`config.mk`:
```
export PLATFORM = sky130hd
export DESIGN_NAME = sync_fifo_param
export DESIGN_NICKNAME = d
export VERILOG_FILES = /design/src/rtl/sync_fifo_param.sv
export SDC_FILE = /design/constraint.sdc
export NUM_CORES = 1
export LEC_CHECK = 0
export BUFFER_PORTS_ARGS = -buffer_cell sky130_fd_sc_hd__buf_2
export CORE_UTILIZATION = 60
export CTS_BUF_LIST = sky130_fd_sc_hd__clkbuf_16
export CTS_CLUSTER_DIAMETER = 50
export DETAILED_ROUTE_END_ITERATION = 12
export PLACE_DENSITY = 0.8
export RECOVER_POWER = 50
export SYNTH_ARGS = -nofsm -noshare
export SYNTH_HDL_FRONTEND = slang
export SYNTH_SLANG_ARGS = --single-unit
```
`constraint.sdc`:
```
create_clock -name clk -period 3.2 [get_ports clk]
set_input_delay 0.16 -clock clk [delete_from_list [all_inputs] [get_ports clk]]
set_output_delay 0.16 -clock clk [all_outputs]
set_load 0.1 [all_outputs]
```
`src/rtl/sync_fifo_param.sv`:
```
// sync_fifo_param: single-clock FIFO with thresholds, occupancy count and sticky error flags.
// Define SYNC_FIFO_FWFT_EN for first-word-fall-through reads through an output-stage register.
module sync_fifo_param #(
    parameter int DATA_WIDTH = 8,
    parameter int ADDR_WIDTH = 4,
    parameter int AF_THRESH  = 12,
    parameter int AE_THRESH  = 4
) (
    input  logic                  clk,
    input  logic                  rst_n,
    input  logic                  w_en,
    input  logic [DATA_WIDTH-1:0] data_in,
    input  logic                  r_en,
    input  logic                  clr_err,
    output logic [DATA_WIDTH-1:0] data_out,
    output logic                  full,
    output logic                  empty,
    output logic                  almost_full,
    output logic                  almost_empty,
    output logic [ADDR_WIDTH:0]   count,
    output logic                  overflow,
    output logic                  underflow
);
    localparam int DEPTH = 1 << ADDR_WIDTH;
    localparam logic [ADDR_WIDTH:0] DEPTH_W = {1'b1, {ADDR_WIDTH{1'b0}}};
    localparam logic [ADDR_WIDTH:0] AF_W    = AF_THRESH[ADDR_WIDTH:0];
    localparam logic [ADDR_WIDTH:0] AE_W    = AE_THRESH[ADDR_WIDTH:0];

    logic [DATA_WIDTH-1:0] mem [DEPTH];
    logic [ADDR_WIDTH:0]   wr_ptr_q, wr_ptr_d, rd_ptr_q, rd_ptr_d, count_q, count_d;
    logic [DATA_WIDTH-1:0] data_out_q, data_out_d;
    logic                  full_q, full_d, empty_q, empty_d, af_q, af_d, ae_q, ae_d;
    logic                  ovf_q, ovf_d, unf_q, unf_d;
    logic                  wr_acc, rd_acc, mem_we;
`ifdef SYNC_FIFO_FWFT_EN
    logic                  stage_free, mem_empty, load_mem, bypass;
`endif

    always_comb begin
        wr_acc  = w_en && !full_q;
        rd_acc  = r_en && !empty_q;
        count_d = count_q + {{ADDR_WIDTH{1'b0}}, wr_acc} - {{ADDR_WIDTH{1'b0}}, rd_acc};
        ovf_d   = (w_en && full_q) || (ovf_q && !clr_err);
        unf_d   = (r_en && empty_q) || (unf_q && !clr_err);
        af_d    = count_d >= AF_W;
        ae_d    = count_d <= AE_W;
`ifdef SYNC_FIFO_FWFT_EN
        // The output stage refills from memory first; a write into an otherwise empty FIFO bypasses memory.
        stage_free = empty_q || rd_acc;
        mem_empty  = wr_ptr_q == rd_ptr_q;
        load_mem   = stage_free && !mem_empty;
        bypass     = stage_free && mem_empty && wr_acc;
        mem_we     = wr_acc && !bypass;
        wr_ptr_d   = wr_ptr_q + {{ADDR_WIDTH{1'b0}}, mem_we};
        rd_ptr_d   = rd_ptr_q + {{ADDR_WIDTH{1'b0}}, load_mem};
        data_out_d = load_mem ? mem[rd_ptr_q[ADDR_WIDTH-1:0]] : bypass ? data_in : data_out_q;
        empty_d    = stage_free && mem_empty && !wr_acc;
        full_d     = count_d == DEPTH_W;
`else
        mem_we     = wr_acc;
        wr_ptr_d   = wr_ptr_q + {{ADDR_WIDTH{1'b0}}, wr_acc};
        rd_ptr_d   = rd_ptr_q + {{ADDR_WIDTH{1'b0}}, rd_acc};
        data_out_d = rd_acc ? mem[rd_ptr_q[ADDR_WIDTH-1:0]] : data_out_q;
        empty_d    = wr_ptr_d == rd_ptr_d;
        full_d     = (wr_ptr_d ^ rd_ptr_d) == DEPTH_W;
`endif
    end

    always_ff @(posedge clk) begin
        if (mem_we) mem[wr_ptr_q[ADDR_WIDTH-1:0]] <= data_in;
    end

    always_ff @(posedge clk or negedge rst_n) begin
        if (!rst_n) begin
            wr_ptr_q   <= '0;
            rd_ptr_q   <= '0;
            count_q    <= '0;
            data_out_q <= '0;
            full_q     <= 1'b0;
            empty_q    <= 1'b1;
            af_q       <= 1'b0;
            ae_q       <= 1'b1;
            ovf_q      <= 1'b0;
            unf_q      <= 1'b0;
        end else begin
            wr_ptr_q   <= wr_ptr_d;
            rd_ptr_q   <= rd_ptr_d;
            count_q    <= count_d;
            data_out_q <= data_out_d;
            full_q     <= full_d;
            empty_q    <= empty_d;
            af_q       <= af_d;
            ae_q       <= ae_d;
            ovf_q      <= ovf_d;
            unf_q      <= unf_d;
        end
    end

    assign data_out     = data_out_q;
    assign full         = full_q;
    assign empty        = empty_q;
    assign almost_full  = af_q;
    assign almost_empty = ae_q;
    assign count        = count_q;
    assign overflow     = ovf_q;
    assign underflow    = unf_q;
endmodule
```
Yosys cells after proc, flatten, opt, wreduce, memory -nomap -nowiden
Memory sizes are Yosys's and may differ from the RTL's. A register that Yosys moved wholly into a read port is not among the register bits.
Cells that the tools add are included.
- equal/unequal tests: 2
- bitwise logic cells: 1
- reduce and logical (&&, ||, !) cells: 12
- mux-type cells: 2
- $lt $le $gt $ge: 2
- add/sub/neg operators: 4
- operators by type and width (kind ; count):
    $add A5 B1 Y5 ; 3
    $logic_and A1 B1 Y1 ; 6
    $eq A5 B5 Y1 ; 1
    $eq A5 B5 Y1 const B ; 1
    $ge A5 B4 Y1 const B ; 1
    $le A5 B3 Y1 const B ; 1
    $sub A5 B1 Y5 ; 1
    $xor A5 B5 Y5 ; 1
    $logic_not A1 Y1 ; 4
    $logic_or A1 B1 Y1 ; 2
    $mux W1 ; 2
- register bits: 21
- input bits: 13
- memories: 1
- memory bits (writable): 128
- memories (name ; words ; bits a word ; read ports ; clocked after Yosys merged registers in ; write ports ; RTL line ; RTL):
    mem ; 16 ; 8 ; 1 ; 1 ; 1 ; 29 ; logic [DATA_WIDTH-1:0] mem [DEPTH];

Longest topological paths before layout
Gate-level depths: netlist of the first run.
- word-level depth: 5
- gate-level depth with buffers: 11

Worst setup path before layout of the first run
No wires, ideal clock.
- path type: register -> register
- start: reg empty_q (netlist: empty)
- end: reg ae_q (netlist: almost_empty)
- data arrival time: 2.732 ns
- period minus slack after synthesis: 2.813 ns
- path slack: 0.387 ns
- stages on the path, launching flop included: 12
- path buffers: 1
- cell sequence: dfstp_2 -> nand2b_1 -> clkbuf_1 -> nand2_1 -> nand2_1 -> ha_1 -> inv_1 -> fa_1 -> nor2b_1 -> o21ai_0 -> and3_1 -> o221a_2
- cells in the longest elaborated chain, start to end: 4
- ends and longest elaborated chain (what ; RTL line ; RTL):
    start, declared ; 32 ; logic full_q, full_d, empty_q, empty_d, af_q, af_d, ae_q, ae_d;
    start signal, assigned ; 91 ; empty_q <= empty_d;
    $logic_not A1 Y1 ; 41 ; rd_acc = r_en && !empty_q;
    $logic_and A1 B1 Y1 ; 41 ;
    $sub A5 B1 Y5 ; 42 ; count_d = count_q + {{ADDR_WIDTH{1'b0}}, wr_acc} - {{ADDR_WIDTH{1'b0}}, rd_acc};
    $le A5 B3 Y1 ; 46 ; ae_d = count_d <= AE_W;
    named net ae_d ; 32 ;
    end signal, assigned ; 82 ; ae_q <= 1'b1;
    end signal, assigned ; 93 ; ae_q <= ae_d;
    end, declared ; 32 ;
The timed path passes the listed nets, and every way through them passes these cells.

Worst setup path after layout of the first run
Ends and elaborated chain as after synthesis.

==> key figures, run 1 <==
STA
  – Final cycle utilization of the critical path: 81.63%
  – Setup WS post-layout: 0.5877 ns
  – Setup TNS: 0 ns
  – Worst slew margin: -5.540%
  – Hold Vio Cnt, Final: 0
  – Fin crit period: 2.612 ns
  – Fmax: 382.8 MHz
  – Unrepaired setup endpoints after global routing: no
  – Clock skew: 0.006137 ns
  – Final number of max-transition violations: 30
  – Slew @ Worst Pin: 1.583 ns
  – Setup violators final: 0

Power
  – Leakage: approximately 2.8 nW
  – Sw frac: between 30% and 40%
  – Sequential share of power: 36.7%
  – Worst IR Drop VDD: ~1.1 mV
  – Clock power frac: 25.7%
  – Sw power: ~3.2 mW
  – Power Internal: 4.804 mW
  – Pwr dens: 1097 mW/mm^2
  – Logic pwr share: 37.6%

Floorplanning
  – Row Count: 37
  – IO Pins: 32
  – Die Footprint: ~0.011 mm^2
  – Die W: 104.7 um
  – Core Region: just over 0.01 mm^2
  – Die Ht: 104.7 um
  – Initial Utilization: approximately three fifths

Synth
  – Syn_area_per_cell: roughly 16 um^2
  – Sequential-to-total area share from yosys stat: 72.24%
  – Post-Syn Nets: approximately 420
  – Post-synthesis mux area share: 10.12%
  – Seq cells post-synth: ~160
  – Cells after Synth: 403
  – Synth top area share: 60.74%
  – Synth Area in Simple Gates: 7.038%
  – Synth cell types: 33
  – Post-synthesis compound-gate area fraction: 4.270%
  – Primary FF master, synth: edfxtp_1
  – Post-synth EDFFs: 128
  – Asr flop ratio synth: 18.47%
  – Synth area leader: edfxtp_1
  – Adder-cell share of the synthesized area: 1.700%
  – Largest family of logic cells by synthesized area: multiplexers
  – Synth Area in XOR/XNOR: 2.629%
  – Largest cells by area after synthesis: edfxtp_1 (61%), dfrtp_1 (11%), mux2i_1 (10%)
  – Mapped Area: ~0.0063 mm^2
  – Syn. warnings: 0

Global route
  – GRT Residual Overflow: 0
  – Number of global-route vias before repair: 3509
  – First-pass GRT wire length: 19700 um
  – GRT Overall Usage: 25.07%
  – Largest net degree at the start of global routing: 34
  – Initial antenna violation count: 0

Clocking
  – CTS buffer count: 17
  – Clock sink count: 157
  – CTS root buffer: clkbuf_16
  – CTS H-tree lvls: 4
  – CTS tree: built
  – Clk_lat worst skew: 0.41 ns
  – Worst-path clk slew: 0.06 ns
  – Clock buffer depth: 2

Critical path
  – Setup Crit Path Kind: reg2reg
  – Largest fanout on the critical path: 12
  – Cell Chain, Critical Path: nand2b_1 -> nand2_1 -> nand2_1 -> ha_1 -> inv_1 -> fa_1 -> nor2b_1 -> o21ai_0 -> and3_1 -> o221a_2
  – WP buf/inv: 1
  – Worst path required time: roughly 3.5 ns
  – Slowest CP cell: dfstp_1
  – CP max stage delay: 0.58 ns
  – Critical path launch point type: register
  – Delay-heaviest family, CP: simple AND/OR/NAND/NOR gates
  – Cell repeated most along the worst path: nand2_1
  – CP endpoint kind: register
  – Arrival @ worst endpoint: between 2 and 3 ns

Layout
  – # fillers: 665
  – Layout cells sized above 1: 13.48%
  – Multi-input gate area: ~0.0016 mm^2
  – FF/Latch Area: 0.004576 mm^2
  – Fin nets: 468
  – # diodes: 0
  – Synth-to-layout area growth: 14.73%

Routing
  – Vias per std cell: 6.002
  – WL per Instance: 21.51 um
  – Final wirelength: around 13000 um
  – DRC: 0
  – Vias: around 3600
  – DR pass1 iterations: 5
  – First DRT Iteration DRCs: 420
  – Antenna Nets Post-Route: 0

Placement
  – I/O Buffers: 31
  – Place WS: 0.6569 ns
  – Global placement routability congestion: 0.8286
  – Post-DP HPWL: 7836 um

Run
  – Number of max-cap violations: 1

Outcome
  – Status: finished, violations left
  – Violated checks: capacitance limit, slew limit

Hold path
  – Hold Path Class: in2reg
-- metrics by stage --
stage | total power [mW] | area, um^2 | instances | utilization [%] | hold slack, ns
CTS | 7.994 | 7277 | 596 | 70.81 | 0.005818
finish | 7.966 | 7261 | 596 | 70.65 | 0.02151
global route | 8.309 | 7261 | 596 | 70.65 | 0.03435
floorplan | 5.240 | 6329 | 403 | - | -0.1356
global placement | 5.819 | 6640 | 561 | 64.61 | 0.2111
detailed placement | 5.920 | 6640 | 561 | 64.61 | 0.2246
-- layer usage --
layer	track usage (%)	part of all wire, %	vias to the layer above
li1	-	-	1607
met1	35.48	42	1762
met2	38.65	48	186
met3	5.053	7.9	22
met4	10.16	2.1	0
met5	0	0	-
-- worst register-to-register path: stages, from the launching register on --
cell and delay, ns:
dfstp_1 0.58, nand2b_1 0.42, nand2_1 0.10, nand2_1 0.08, ha_1 0.15, inv_1 0.05
fa_1 0.41, nor2b_1 0.13, o21ai_0 0.10, and3_1 0.22, o221a_2 0.28
-- registers in the layout (all words and copies together) (netlist names) --
name and count:
almost_empty 1, almost_full 1, count 5, data_out 8
empty 1, full 1, mem 128, overflow 1
rd_ptr_q 5, underflow 1, wr_ptr_q 5
-- layout by cell type, fill, tap and decap left out, drive strengths merged, types with 7 or more instances in the layout --
| cell type | count |
|---|---|
| mux2i | 64 |
| nor2 | 16 |
| ha | 7 |
| nand2 | 21 |
| clkbuf | 30 |
| a21oi | 10 |
| a22oi | 24 |
| inv | 18 |
| nand3 | 29 |
| xor2 | 10 |
| dfrtp | 27 |
| buf | 26 |
| edfxtp | 128 |
-- synthesized netlist by cell type, types with 5 or more instances --
| cell type | count |
|---|---|
| edfxtp_1 | 128 |
| nor2_1 | 16 |
| nor3_1 | 5 |
| buf_2 | 11 |
| a22oi_1 | 24 |
| nand3_1 | 28 |
| a21oi_1 | 10 |
| mux2i_1 | 64 |
| nand2_1 | 21 |
| inv_1 | 13 |
| ha_1 | 7 |
| xor2_1 | 10 |
| dfrtp_1 | 27 |
| clkbuf_1 | 6 |
-- area by class of cell --
type | instances | share of cell area, %
sequential | 157 | 63.02
clock inverter | 15 | 2.499
timing repair buffer | 42 | 3.154
tap | 136 | 2.344
multi-input combinational | 216 | 22.45
inverter | 13 | 0.6721
clock buffer | 17 | 5.859
-- cell families (layout without fill, tap and decap cells) --
| kind of cell | count (synthesis) | in the layout |
|---|---|---|
| AO/OA/AOI/OAI | 40 | 40 |
| adder cells (fa/ha/maj) | 8 | 8 |
| buffers and inverters | 30 | 87 |
| XOR/XNOR | 15 | 15 |
| AND/OR/NAND/NOR | 89 | 89 |
| flip-flops | 157 | 157 |
| multiplexers | 64 | 64 |
-- final timing paths --
kind / from / endpoint / slack [ns] / cells after the start
max: empty$_DFF_PN1_ / almost_empty$_DFF_PN1_ / 0.59 / 10
min reg2reg: data_out[5]$_DFFE_PN0P_ / data_out[5]$_DFFE_PN0P_ / 0.49 / 2
max in group asynchronous: rst_n / rd_ptr_q[1]$_DFF_PN0_ / 1.39 / 2
min in group asynchronous: rst_n / count[4]$_DFF_PN0_ / 0.68 / 2
max reg2reg: empty$_DFF_PN1_ / almost_empty$_DFF_PN1_ / 0.59 / 10
min: r_en / underflow$_DFF_PN0_ / 0.02 / 3
-- power groups by stage --
stage | Clock [mW] | Combinational (mW) | Sequential (mW)
final | 2.05 | 2.99 | 2.93
after global routing | 2.15 | 3.19 | 2.97
after CTS | 2.07 | 3.00 | 2.92
after detailed placement | 0 | 2.96 | 2.96
after global placement | 0 | 2.88 | 2.94
after floorplan | 0 | 1.59 | 3.65
-- timing repair --
item	in CTS	in global routing
hold endpoints to repair	29	0
resized for setup	0	0
setup buffers	0	0
hold buffers	3	0
(Power assumes the default switching activity.)
==> run 2, diff against run 1 <==
clock period = 2.7 ns   (was 3.2 ns; I/O delays follow)
==> run 2 against run 1 <==
Die area stayed put; the flow still finishes with violations (capacitance limit, slew limit); non-clock buffer count rose by 11; via count decreased by 1.6%; total power rose by 19%; critical path type unchanged; global-route usage is 0.67 points lower; sequential cell count did not move; worst hold slack improved by 0.21 ns; core utilization up 0.96 points; worst setup slack lost 0.18 ns; largest power group unchanged; sequential share of layout area decreased by 0.78 points.
==> key figures, run 2 (synthesis gave the netlist of run 1 again) <==
Placement
  – Dpl cells: 571
  – Post-DP HPWL: 7801 um
  – Global placement routability congestion: 0.8206
  – Placed cell areas: 0.006720 mm^2
  – I/O Buffers: 31

Routing
  – Vias: 3520
  – Vias per std cell: 5.799
  – Final wirelength: 12300 um
  – DRC: 0
  – Antenna Nets Post-Route: 0
  – First DRT Iteration DRCs: roughly 290
  – DR pass1 iterations: 5
  – WL per Instance: around 20 um

Critical path
  – Critical path launch point type: register
  – Arrival @ worst endpoint: 2.64 ns
  – CP max stage delay: 0.47 ns
  – Cell Chain, Critical Path: nor2b_1 -> nand2b_1 -> nand2_1 -> ha_1 -> inv_1 -> fa_1 -> nor2b_1 -> o21ai_0 -> and3_1 -> o221a_2
  – Setup Crit Path Kind: reg2reg
  – Worst path required time: slightly above 3 ns
  – Cell repeated most along the worst path: nor2b_1
  – Slowest CP cell: dfstp_4
  – CP endpoint kind: register
  – Largest fanout on the critical path: 5

Clocking
  – CTS root buffer: clkbuf_16
  – Post-CTS setup buffers: 0
  – Clock sink count: 157
  – Clk_lat worst skew: around 0.42 ns
  – Post-cts resize count: 0
  – CTS tree: built
  – CTS buffer count: 17
  – Clock buffer depth: 2
  – Worst-path clk slew: 0.06 ns
  – CTS H-tree lvls: 4

Hold path
  – Hold Path Class: in2reg

STA
  – Hold Vio Cnt, Final: 0
  – Final number of max-transition violations: 30
  – Final cycle utilization of the critical path: 84.74%
  – Unrepaired setup endpoints after global routing: no
  – Clock skew: between 0.009 and 0.01 ns
  – Setup TNS: 0 ns
  – Worst slew margin: -4.016%
  – Fin crit period: 2.288 ns
  – Slew @ Worst Pin: 1.560 ns
  – Final hold slack: between 0.2 and 0.25 ns
  – Fmax: about 440 MHz
  – Setup violators final: 0

Floorplanning
  – Die Footprint: around 0.011 mm^2
  – Core Region: 0.01028 mm^2
  – Row Count: 37
  – IO Pins: 32
  – Die W: 104.7 um
  – Die Ht: 104.7 um
  – Initial Utilization: about 62%

Layout
  – # fillers: approximately 680
  – Layout Cells excl Fill: 607
  – Most frequent cells in the layout: edfxtp_1 (128), mux2i_1 (64), nand3_1 (28), dfrtp_1 (25), a22oi_1 (24)
  – # diodes: 0
  – Synth-to-layout area growth: 16.29%
  – Final instance area: around 0.0074 mm^2
  – Max reg flops: ~130
  – Fin nets: 479
  – Layout cells sized above 1: ~16%
  – FF/Latch Area: around 0.0046 mm^2
  – Multi-input gate area: approximately 0.0016 mm^2
  – Most common cell after layout, fill and taps aside: edfxtp_1

Global route
  – First-pass GRT wire length: 19460 um
  – Number of global-route vias before repair: 3659
  – Initial antenna violation count: 0
  – GRT Residual Overflow: 0
  – GRT Overall Usage: 24.40%
  – Largest net degree at the start of global routing: 34

Outcome
  – Violated checks: capacitance limit, slew limit
  – Status: finished, violations left

Power
  – Worst IR Drop VDD: between 0.9 and 1 mV
  – Leakage: approximately 2.8 nW
  – Pwr dens: 1292 mW/mm^2

Run
  – Number of max-cap violations: 1
run 2: cell types whose count changed in the layout (fill, tap and decap cells not counted), sizes merged:
| cell | previous run | this run |
|---|---|---|
| dlygate4sd3 | 3 | 4 |
| buf | 26 | 33 |
| inv | 18 | 21 |
| bufinv | 4 | 3 |
| clkinv | 3 | 4 |
| clkinvlp | 3 | 0 |
| clkbuf | 30 | 33 |
run 2: cell type report:
class,count,area share [%]
well taps,136,2.312
clock inverters,15,2.703
clock buffers,17,5.780
flip-flops and latches,157,62.24
repair buffers,53,4.148
inverters,13,0.6630
multi-input cells,216,22.15
run 2: routing by layer:
layer / up-vias / GRT usage, % / routed length (um)
met1: 1755 / 33.08 / 5259
met5: - / 0 / 0
met2: 115 / 38.93 / 6189
met4: 0 / 11.07 / 224
met3: 21 / 4.492 / 624
li1: 1629 / - / -
run 2: power breakdown:
group	internal, mW	total, mW	switching, mW
clock	1.49	2.50	1.01
combinational	1.11	3.67	2.55
sequential	3.09	3.34	0.253
total	5.69	9.51	3.82
run 2: through the flow:
step           utilization (%)  worst slack (ns)  total power, mW
2_1_floorplan                -           0.09717            6.219
3_3_place_gp             65.39            0.5043            6.942
3_5_place_dp             65.39            0.4438            7.032
4_1_cts                  71.85            0.4212            9.550
5_1_grt                  71.61            0.2095            9.927
6_report                 71.61            0.4121            9.510
run 2: timing repair:
action,CTS,global route
endpoints found under the setup margin,0,0
hold buffers,4,0
endpoints found under the hold margin,29,0
run 2: final timing paths:
kind / to / slack (ns) / startpoint / cells after the start
min: count[0]$_DFF_PN0_ / 0.23 / r_en / 5
max reg2reg: almost_empty$_DFF_PN1_ / 0.41 / empty$_DFF_PN1_ / 10
max: almost_empty$_DFF_PN1_ / 0.41 / empty$_DFF_PN1_ / 10
min in group asynchronous: wr_ptr_q[0]$_DFF_PN0_ / 0.64 / rst_n / 2
min reg2reg: data_out[3]$_DFFE_PN0P_ / 0.48 / data_out[3]$_DFFE_PN0P_ / 2
max in group asynchronous: rd_ptr_q[1]$_DFF_PN0_ / 0.96 / rst_n / 2
run 2: worst max-delay path, delay by kind of cell, from the launching register on:
| kind | cells | cell delay (ns) |
|---|---|---|
| adder cells (fa/ha/maj) | 2 | 0.56 |
| AO/OA/AOI/OAI | 2 | 0.38 |
| AND/OR/NAND/NOR | 5 | 0.76 |
| buffers and inverters | 1 | 0.05 |
| flip-flops | 1 | 0.47 |
